### src/rtl/datamem_arbiter.sv
// Two-port arbiter in front of Datamem: accept -> EXEC (drive memory) -> RESP (return result).
// Define DATAMEM_ARB_RR_EN for round-robin arbitration instead of fixed priority plus starvation counter.
module datamem_arbiter #(
    parameter int MAX_WAIT = 4,
    parameter int WAIT_W   = 4
) (
    input  logic        clock,
    input  logic        reset,
    input  logic        p0_valid,
    output logic        p0_ready,
    input  logic        p0_write,
    input  logic [31:0] p0_address,
    input  logic [2:0]  p0_rflags,
    input  logic [1:0]  p0_wflags,
    input  logic [31:0] p0_wdata,
    output logic        p0_rsp_valid,
    output logic [31:0] p0_rsp_data,
    output logic        p0_rsp_err,
    input  logic        p1_valid,
    output logic        p1_ready,
    input  logic        p1_write,
    input  logic [31:0] p1_address,
    input  logic [2:0]  p1_rflags,
    input  logic [1:0]  p1_wflags,
    input  logic [31:0] p1_wdata,
    output logic        p1_rsp_valid,
    output logic [31:0] p1_rsp_data,
    output logic        p1_rsp_err,
    output logic [31:0] mem_address,
    output logic [2:0]  mem_rflags,
    output logic [1:0]  mem_wflags,
    output logic [31:0] mem_wdata,
    output logic        mem_we,
    input  logic [31:0] mem_value
);

    typedef enum logic [1:0] {IDLE = 2'd0, EXEC = 2'd1, RESP = 2'd2} state_t;

    state_t            r_state;
    logic              r_port;
    logic              r_write;
    logic              r_err;
    logic [WAIT_W-1:0] r_wait;
`ifdef DATAMEM_ARB_RR_EN
    logic              r_last;
`endif

    logic        w_idle;
    logic        w_grant1;
    logic        w_accept;
    logic        w_write;
    logic        w_err;
    logic [31:0] w_address;
    logic [31:0] w_wdata;
    logic [2:0]  w_rflags;
    logic [1:0]  w_wflags;
    logic [31:0] w_rsp_data;

    // Ready is gated by reset so nothing looks accepted while the block is held in reset.
    assign w_idle = reset && (r_state == IDLE);

    always_comb begin
        w_grant1 = 1'b0;
`ifdef DATAMEM_ARB_RR_EN
        if (p0_valid && p1_valid)
            w_grant1 = ~r_last;
        else
            w_grant1 = p1_valid;
`else
        if (p1_valid && (r_wait == WAIT_W'(MAX_WAIT)))
            w_grant1 = 1'b1;
        else if (p0_valid)
            w_grant1 = 1'b0;
        else
            w_grant1 = p1_valid;
`endif
    end

    assign p0_ready = w_idle && p0_valid && !w_grant1;
    assign p1_ready = w_idle && p1_valid && w_grant1;
    assign w_accept = p0_ready || p1_ready;

    assign w_write   = w_grant1 ? p1_write   : p0_write;
    assign w_address = w_grant1 ? p1_address : p0_address;
    assign w_rflags  = w_grant1 ? p1_rflags  : p0_rflags;
    assign w_wflags  = w_grant1 ? p1_wflags  : p0_wflags;
    assign w_wdata   = w_grant1 ? p1_wdata   : p0_wdata;

    assign w_err = w_write ? (w_wflags == 2'd3)
                           : ((w_rflags == 3'd3) || (w_rflags == 3'd6) || (w_rflags == 3'd7));

    assign w_rsp_data = (!r_write && !r_err) ? mem_value : 32'd0;

    always_ff @(posedge clock or negedge reset) begin
        if (!reset) begin
            r_state      <= IDLE;
            r_port       <= 1'b0;
            r_write      <= 1'b0;
            r_err        <= 1'b0;
            r_wait       <= '0;
`ifdef DATAMEM_ARB_RR_EN
            r_last       <= 1'b1;
`endif
            p0_rsp_valid <= 1'b0;
            p0_rsp_data  <= 32'd0;
            p0_rsp_err   <= 1'b0;
            p1_rsp_valid <= 1'b0;
            p1_rsp_data  <= 32'd0;
            p1_rsp_err   <= 1'b0;
            mem_address  <= 32'd0;
            mem_rflags   <= 3'd0;
            mem_wflags   <= 2'd0;
            mem_wdata    <= 32'd0;
            mem_we       <= 1'b0;
        end else begin
            case (r_state)
                IDLE: begin
`ifdef DATAMEM_ARB_RR_EN
                    if (w_accept)
                        r_last <= w_grant1;
`else
                    if (p1_ready)
                        r_wait <= '0;
                    else if (p1_valid && (r_wait != WAIT_W'(MAX_WAIT)))
                        r_wait <= r_wait + 1'b1;
`endif
                    if (w_accept) begin
                        r_port      <= w_grant1;
                        r_write     <= w_write;
                        r_err       <= w_err;
                        mem_address <= w_address;
                        mem_rflags  <= w_rflags;
                        mem_wflags  <= w_wflags;
                        mem_wdata   <= w_wdata;
                        mem_we      <= w_write && !w_err;
                        r_state     <= EXEC;
                    end
                end
                EXEC: begin
                    if (r_port) begin
                        p1_rsp_valid <= 1'b1;
                        p1_rsp_data  <= w_rsp_data;
                        p1_rsp_err   <= r_err;
                    end else begin
                        p0_rsp_valid <= 1'b1;
                        p0_rsp_data  <= w_rsp_data;
                        p0_rsp_err   <= r_err;
                    end
                    // mem_rflags is left latched so the combinational read stays defined.
                    mem_address <= 32'd0;
                    mem_wflags  <= 2'd0;
                    mem_wdata   <= 32'd0;
                    mem_we      <= 1'b0;
                    r_state     <= RESP;
                end
                RESP: begin
                    p0_rsp_valid <= 1'b0;
                    p0_rsp_data  <= 32'd0;
                    p0_rsp_err   <= 1'b0;
                    p1_rsp_valid <= 1'b0;
                    p1_rsp_data  <= 32'd0;
                    p1_rsp_err   <= 1'b0;
                    r_state      <= IDLE;
                end
                default: r_state <= IDLE;
            endcase
        end
    end

endmodule

### config.mk
export PLATFORM = sky130hd
export DESIGN_NAME = datamem_arbiter
export DESIGN_NICKNAME = d
export VERILOG_FILES = /design/src/rtl/datamem_arbiter.sv
export SDC_FILE = /design/constraint.sdc
export NUM_CORES = 1
export LEC_CHECK = 0
export CAP_MARGIN = 20
export CORE_UTILIZATION = 30
export CTS_CLUSTER_SIZE = 10
export DETAILED_ROUTE_END_ITERATION = 6
export HOLD_SLACK_MARGIN = 0.15
export PLACE_DENSITY = 0.61
export RECOVER_POWER = 100
export SYNTH_ARGS = -nofsm -noshare
export SYNTH_HDL_FRONTEND = slang
export SYNTH_SLANG_ARGS = --single-unit
### constraint.sdc
create_clock -name clock -period 2.3 [get_ports clock]
set_input_delay 0.46 -clock clock [delete_from_list [all_inputs] [get_ports clock]]
set_output_delay 0.46 -clock clock [all_outputs]
set_load 0.05 [all_outputs]
==> results of run 1 <==
layout make-up:
class                      count  area (um2)
fill                        1881       10020
sequential                   147        3679
timing repair buffer         334        3353
multi-input combinational    403        2313
clock buffer                  18       429.2
tap                          270       337.8
clock inverter                12       135.1
inverter                       7       27.53
antenna                        1       2.502
worst max-delay path, stage by stage (launching register included):
cell	delay [ns]
dfrtp_1	0.42
inv_1	0.06
ha_1	0.22
nand3b_4	0.14
a21oi_4	0.08
nor2_1	0.21
buf_12	0.17
how the worst max path moves through the flow:
stage	from	end	slack, ns	depth (start not counted)
3_3_place_gp	p1_valid	r_err$_DFFE_PN0P_	0.17	6
4_1_cts	r_wait[0]$_DFFE_PN0P_	p1_ready	0.06	5
6_report	r_wait[0]$_DFFE_PN0P_	p0_ready	0.12	6
5_1_grt	r_state[1]$_DFFE_PN0P_	p1_rsp_data[11]$_DFFE_PN0P_	0.02	5
3_5_place_dp	p1_valid	r_err$_DFFE_PN0P_	0.14	6
2_1_floorplan	r_wait[0]$_DFFE_PN0P_	p0_ready	0.13	6
state kept, by name, indices dropped and copies added, names as in the netlist, 2 cells and up:
register     cells
mem_rflags       3
p0_rsp_data     32
p1_rsp_data     32
r_wait           4
mem_wdata       32
mem_address     32
r_state          2
mem_wflags       2
cells by family (layout without fill, tap and decap cells):
| kind of cell | count (synthesis) | count (layout) | share of synthesized area |
|---|---|---|---|
| other | 0 | 1 | 0 |
| muxes | 1 | 1 | 0.001602 |
| and+or+nand+nor | 168 | 168 | 0.1120 |
| DFF | 147 | 147 | 0.5888 |
| buffers and inverters | 59 | 371 | 0.04366 |
| xor gates and xnor gates | 2 | 2 | 0.002804 |
| AOI/OAI and AO/OA | 230 | 230 | 0.2471 |
| adders and majority gates | 2 | 2 | 0.004005 |
cells in the final DEF, fill, tap and decap left out, types with 6 or more instances in the layout:
cell type	count
buf_4	7
buf_12	6
clkbuf_16	17
nor2_1	11
clkdlybuf4s50_1	174
inv_1	6
o21ai_0	65
a31oi_1	70
o21ai_1	10
dlygate4sd3_1	139
nand2_1	145
dfrtp_1	147
a22o_1	64
through the flow:
stage / instances / area, um2 / util / power [mW] / setup WS (ns)
2_1_floorplan: 609 / 6247 / - / 6.808 / 0.1331
3_3_place_gp: 1160 / 9761 / 0.4808 / 8.850 / 0.1726
3_5_place_dp: 1160 / 9761 / 0.4808 / 8.861 / 0.1413
4_1_cts: 1191 / 10330 / 0.5091 / 11.65 / 0.05535
5_1_grt: 1192 / 10280 / 0.5063 / 11.77 / 0.01556
6_report: 1192 / 10280 / 0.5063 / 11.24 / 0.1163
per-layer routing:
metal | part of all wire | up-vias | track usage
li1 | - | 2804 | -
met1 | 0.41 | 2779 | 0.2519
met2 | 0.48 | 247 | 0.3350
met3 | 0.091 | 15 | 0.07750
met4 | 0.010 | 2 | 0.04792
met5 | 0.00061 | - | 0
where the power goes:
group | total (mW) | internal [mW] | leakage [nW] | switching (mW)
sequential | 3.61 | 3.23 | 1.90 | 0.379
combinational | 4.92 | 1.60 | 2.51 | 3.32
clock | 2.71 | 1.59 | 0.265 | 1.11
repair_timing:
item                                   in CTS  in global routing
setup endpoints to repair                   0                  1
hold buffers                                1                  0
endpoints found under the hold margin      34                  0
==> metrics.yaml, run 1 <==
overflow: 0
critical_path_arrival_ns: 1.72
synth_area_per_cell_um2: 10.26
status: "complete, no violations"
hold_ws_ns: 0.2940
clock-sinks: 147
reg2reg_depth: 7
hold_viol: 0
drt_iter0_markers: 239
dieHeight_um: 146.3
nNetsFinal: 1088
yosysMostFrequentCell: "dfrtp_1"
finalMaxSlewViolations: 0
synth_largest_area_cell: "dfrtp_1"
hp-class: "primary input to asynchronous set/reset pin"
detail_route.first_pass.iterations: 5
fin_crit_sh: 0.9494
row_count: 52
tightest_slew_ns: 0.7925
cts_buffers: 17
synthesis.area_mm2: 0.006247
skew_ns: 0.01155
timing.rr.end: "mem_wdata[7]$_DFFE_PN0P_"
end_kind: "output pin"
syn_inst: 609
coreArea_mm2: 0.02030
synthFlopType: "dfrtp_1"
rsz0062_at_grt: "false"
cts-root-buf: "clkbuf_16"
start_util: 0.3078
antenna_found_initial: 2
cp_max_fo: 7
reg2reg_from: "r_wait[0]$_DFFE_PN0P_"
postCtsSetupBuffers: 0
vias_per_cell: 4.905
dp_hpwl_um: 14620
synth_top_area_share: 0.5888
drt-total-wl_um: 21480
synthTopCellsByArea: "dfrtp_1 (59%), a22o_1 (9.0%), nand2_1 (8.7%), a31oi_1 (7.0%), o21ai_0 (5.1%)"
maxCapViolCount: 0
synthArstFlopShare: 1.000
worstSetupPathType: "register to output pin"
path_clk_slew_ns: 0.06
clkLatencyLatePin_ns: 0.41
antenna_left: 0
die_area_mm2: 0.02141
first_global_vias: 5883
dr_total_vias: 5847
slew_headroom: 0.4717
io_buffers: 315
fp.dieW_um: 146.3
startpoint_type: "register"
max_freq_mhz: 457.9
grt_max_degree: 118
cts-resized-gates: 0
area_growth_pct: 64.51
synthTopCellsByCount: "dfrtp_1 (147), nand2_1 (145), a31oi_1 (70), a22o_1 (64), o21ai_0 (64)"
power.density_mw_per_mm2: 1093
synth_edf_count: 0
crit_required_ns: 1.84
peakVddDrop_mv: 0.4345
period_needed_ns: 2.184
drc: 0
setup_viol: 0
io_pins: 316
ff2ff_setup_slack_ns: 0.21
cts_tree: "built"
drive_gt1_frac: 0.06080
setup_tns_ns: 0
place.gp.congestion: 0.7847
ys_warn_count: 0
grt_pass1_wl_um: 33690
grt_usage: 0.2036
ys_ff_latch: 147
cts_max_level: 4
cts.path.max_buffers: 2
yosysSeqAreaShare: 0.5888
syn_nets: 787
yosysUniqueCellTypes: 39
wl_per_cell_um: 18.02
p_leak_nw: 4.672
No activity file was read; power rests on OpenSTA's default activity.
==> inputs of run 2 (changes only) <==
Settings changed: PLACE_DENSITY 0.61 to not set, PLACE_DENSITY_LB_ADDON set to 0.12.
==> run 2 against run 1 <==
Net effect: die area is the same; maximum frequency shrank 1.5%; cell count grew 0.92%; power grew 0.49%; largest power group unchanged; count of clock-buffer cells in the layout shrank 1; register-to-register slack lost 0.04 ns; via count grew 2.7%; worst hold slack gained 0.20 ns; cell area grew 0.61%; largest cell class unchanged; flip-flop and latch count is the same; clock skew grew 0.0019 ns.
==> metrics.yaml, run 2 (synthesis results as in run 1) <==
status: "complete, no violations"
grt_usage: 0.2050
wl_per_cell_um: 17.87
io_buffers: 315
cp_max_fo: 9
grt_pass1_wl_um: 34090
cts-root-buf: "clkbuf_16"
overflow: 0
p_sw_frac: 0.4357
final_common_cell: "clkdlybuf4s50_1"
startpoint_type: "register"
critical_path_arrival_ns: 1.76
worstSetupPathType: "register to output pin"
max_freq_mhz: 450.9
cts_max_level: 4
place.gp.congestion: 0.7770
hp-class: "register to register"
drt_iter0_markers: 338
p_clk_frac: 0.241
antenna_left: 0
power_switching_mw: 4.921
clkLatencyLatePin_ns: 0.42
utilization: 0.5094
p_int_mw: 6.372
fp.dieW_um: 146.3
dr_total_vias: 6004
vias_per_cell: 4.991
cts_tree: "built"
gr-usage-met2: 0.3295
crit_required_ns: 1.84
finalMaxSlewViolations: 0
slew_headroom: 0.2244
grt_use_met3: 0.07531
met1_usage: 0.2463
cts.path.max_buffers: 2
end_kind: "output pin"
crit_slowest_cell: "dfrtp_2"
clock-sinks: 147
power.density_mw_per_mm2: 1092
coreArea_mm2: 0.02030
io_pins: 316
period_needed_ns: 2.218
detail_route.first_pass.iterations: 4
setup_viol: 0
cts_buffers: 17
start_util: 0.3078
peakVddDrop_mv: 0.5093
final_cell_mix: "clkdlybuf4s50_1 (174), dfrtp_1 (146), nand2_1 (145)"
maxCapViolCount: 0
row_count: 52
dieHeight_um: 146.3
antenna_found_initial: 1
p_leak_nw: 4.725
first_global_vias: 6246
path_clk_slew_ns: 0.06
path_cells: "or3b_4 -> a211oi_4 -> buf_12"
top_usage_layer: "met2"
tightest_slew_ns: 1.163
skew_ns: 0.01350
die_area_mm2: 0.02141
grt_max_degree: 85
fin_crit_sh: 0.9643
rsz0062_at_grt: "false"
max_stage_delay_ns: 0.47
setup_tns_ns: 0
area_growth_pct: 65.51
drive_gt1_frac: 0.07833
dp_hpwl_um: 14990
p_comb_frac: 0.439
p_seq_frac: 0.320
hold_viol: 0
nNetsFinal: 1097
drc: 0
drt-total-wl_um: 21500
run 2: power groups by stage:
| stage | Sequential [mW] | Clock [mW] | Combinational, mW |
|---|---|---|---|
| detailed placement | 3.68 | 0 | 5.19 |
| global placement | 3.65 | 0 | 5.16 |
| floorplan | 5.74 | 0 | 1.06 |
| finish | 3.62 | 2.72 | 4.96 |
| CTS | 3.65 | 2.81 | 5.21 |
| global route | 3.71 | 2.93 | 5.23 |
run 2: cell type report:
class	count	area (um2)
clock buffer	17	425.4
fill	1861	9960
antenna	1	2.502
clock inverter	15	143.9
tap	270	337.8
sequential	147	3680
timing repair buffer	343	3391
inverter	7	27.53
multi-input combinational	403	2332
run 2: stage by stage:
step / worst slack (ns) / power [mW] / cell area, um2 / instances / hold WS [ns]
final: 0.08212 / 11.29 / 10340 / 1203 / 0.4915
after global routing: 0.007300 / 11.86 / 10340 / 1203 / 0.5060
after CTS: 0.008539 / 11.68 / 10320 / 1195 / 0.5014
after detailed placement: 0.09864 / 8.870 / 9736 / 1162 / 0.4693
after global placement: 0.2031 / 8.812 / 9736 / 1162 / 0.4591
after floorplan: 0.1331 / 6.808 / 6247 / 609 / 0.1644
run 2: worst max-delay path, delay by kind of cell (launching register included):
kind	cells	cell delay, ns
DFF	1	0.47
buffers and inverters	1	0.18
and+or+nand+nor	1	0.41
AOI/OAI and AO/OA	1	0.29
run 2: per-layer routing:
metal | routed length [um] | share of wire | vias to the layer above
li1 | - | - | 2816
met2 | 10090 | 0.47 | 251
met3 | 1905 | 0.089 | 41
met5 | 0 | 0 | -
met4 | 623 | 0.029 | 0
met1 | 8878 | 0.41 | 2896
run 2: worst paths after layout:
path | startpoint | to | slack (ns) | cells past startpoint
max reg2reg | r_state[1]$_DFFE_PN0P_ | mem_wdata[28]$_DFFE_PN0P_ | 0.17 | 5
max | r_state[1]$_DFFE_PN0P_ | p1_ready | 0.08 | 3
max in group asynchronous | reset | mem_address[1]$_DFFE_PN0P_ | 0.41 | 5
min reg2reg | p0_rsp_data[7]$_DFFE_PN0P_ | p0_rsp_data[7]$_DFFE_PN0P_ | 0.49 | 1
min in group asynchronous | reset | r_wait[1]$_DFFE_PN0P_ | 0.66 | 3
min | p0_rsp_data[7]$_DFFE_PN0P_ | p0_rsp_data[7]$_DFFE_PN0P_ | 0.49 | 1
run 2: repair_timing:
action / in CTS / in global routing
resized for setup: 1 / 1
endpoints found under the setup margin: 1 / 2
buffers inserted: 0 / 6
pin swaps: 0 / 2
endpoints found under the hold margin: 47 / 0
hold buffers: 1 / 0
==> inputs of run 3 (changes only) <==
==> constraint.sdc (replaced) <==
create_clock -name clock -period 2.3 [get_ports clock]
set_input_delay 0.69 -clock clock [delete_from_list [all_inputs] [get_ports clock]]
set_output_delay 0.69 -clock clock [all_outputs]
set_load 0.05 [all_outputs]
==> run 3 against run 2 <==
Net effect: the flow now finishes with violations (negative setup slack); critical path depth did not move; clock skew fell by 0.0054 ns; highest routed layer unchanged; maximum frequency fell by 6.0%; via count rose by 1.3%.
==> metrics.yaml, run 3 (synthesis results as in run 1) <==
area_growth_pct: 68.84
fp.dieW_um: 146.3
io_buffers: 315
max_freq_mhz: 423.7
rsz0062_at_grt: "true"
final_cell_mix: "clkdlybuf4s50_1 (174), nand2_1 (145), dfrtp_1 (145)"
antenna_left: 0
first_global_vias: 6250
setup_tns_ns: -0.09403
dp_hpwl_um: 15010
dp.cells: 1174
crit_slowest_cell: "dfrtp_2"
hp-class: "primary input to asynchronous set/reset pin"
antenna_found_initial: 0
path_clk_slew_ns: 0.06
stdcell_area_mm2: 0.01055
cts_tree: "built"
dp_slack_ns: -0.1670
setup_viol: 2
clock-sinks: 147
worstSetupPathType: "register to output pin"
cts.path.max_buffers: 2
violations: "negative setup slack"
power.density_mw_per_mm2: 1083
crit_required_ns: 1.61
path_buf_inv: 1
clkLatencyLatePin_ns: 0.42
overflow: 0
finalNonFillerCells: 1214
critical_path_arrival_ns: 1.67
finalMaxSlewViolations: 0
hold_ws_ns: 0.05042
fin_ws_ns: -0.06018
cts_max_level: 4
vias_per_cell: 5.008
dr_total_vias: 6080
grt_max_degree: 93
max_stage_delay_ns: 0.44
status: "finished, violations left"
cts_buffers: 17
drc: 0
startpoint_type: "register"
end_kind: "output pin"
grt_usage: 0.2007
drt-total-wl_um: 21440
power_mw: 11.42
grt_pass1_wl_um: 33640
top_usage_layer: "met2"
coreArea_mm2: 0.02030
period_needed_ns: 2.360
cp_max_fo: 6
tightest_slew_ns: 1.339
start_util: 0.3078
slew_headroom: 0.1075
grt_use_met3: 0.07281
ff2ff_setup_slack_ns: 0.34
maxCapViolCount: 0
utilization: 0.5196
wl_per_cell_um: 17.66
detail_route.first_pass.iterations: 4
hold_viol: 0
drive_gt1_frac: 0.1155
die_area_mm2: 0.02141
dieHeight_um: 146.3
gr-usage-met2: 0.3269
antenna_cells: 0
cts-root-buf: "clkbuf_16"
row_count: 52
crit_family: "flip-flops"
drt_iter0_markers: 275
place.gp.congestion: 0.8044
final_common_cell: "clkdlybuf4s50_1"
p_leak_nw: 5.730
peakVddDrop_mv: 0.4879
nNetsFinal: 1109
met1_usage: 0.2439
path_cells: "or3b_4 -> a211oi_4 -> buf_12"
skew_ns: 0.008073
placed_cell_area_mm2: 0.009786
fin_crit_sh: 1.026
io_pins: 316
## run 3: cell types whose count changed in the layout (fill, tap and decap cells not counted), sizes merged, moves of 2 or more
cell,change
dlygate4sd2,+51
dlymetal6s2s,+69
buf,+39
clkbuf,-9
inv,+2
clkinv,-3
dlygate4sd3,-138
## run 3: path summary, 6_finish.rpt
path,from,end,cells after the start
worst max-delay path,r_state[0]$_DFFE_PN0P_,p1_ready,3
worst min-delay path,reset,r_wait[2]$_DFFE_PN0P_,1
worst max register to register,r_state[0]$_DFFE_PN0P_,p0_rsp_data[22]$_DFFE_PN0P_,5
worst min register to register,p1_rsp_data[16]$_DFFE_PN0P_,p1_rsp_data[16]$_DFFE_PN0P_,1
max in group asynchronous,reset,mem_address[2]$_DFFE_PN0P_,3
min in group clock,p1_rsp_data[16]$_DFFE_PN0P_,p1_rsp_data[16]$_DFFE_PN0P_,1
## run 3: routing by layer
layer,vias up,routed length [um],part of all wire
li1,2841,-,-
met1,2942,8599,0.40
met2,265,10390,0.48
met3,32,1963,0.092
met4,0,489,0.023
met5,-,0,0
## run 3: power by group
group	internal (mW)	switching [mW]	total, mW	leakage [nW]
Clock	1.54	1.21	2.75	0.279
Sequential	3.23	0.387	3.62	1.90
Combinational	1.68	3.37	5.05	3.55
## run 3: worst register-to-register path: stages, from the launching register on
cell and delay, ns:
dfrtp_2 0.41, clkbuf_1 0.37, nor2b_1 0.15, a21oi_2 0.12
clkbuf_2 0.59, a22o_1 0.26
## run 3: final cells by class
| cell class | instances | area (um2) |
|---|---|---|
| clock inverter | 15 | 161.4 |
| multi-input combinational | 403 | 2344 |
| fill | 1885 | 9752 |
| inverter | 7 | 27.53 |
| timing repair buffer | 355 | 3571 |
| clock buffer | 17 | 425.4 |
| sequential | 147 | 3681 |
| tap | 270 | 337.8 |
## run 3: repair_timing
item | CTS | global route
pin swaps | 2 | 0
setup endpoints to repair | 51 | 71
endpoints found under the hold margin | 2 | 2
gates resized for setup | 57 | 69
setup buffers | 7 | 0
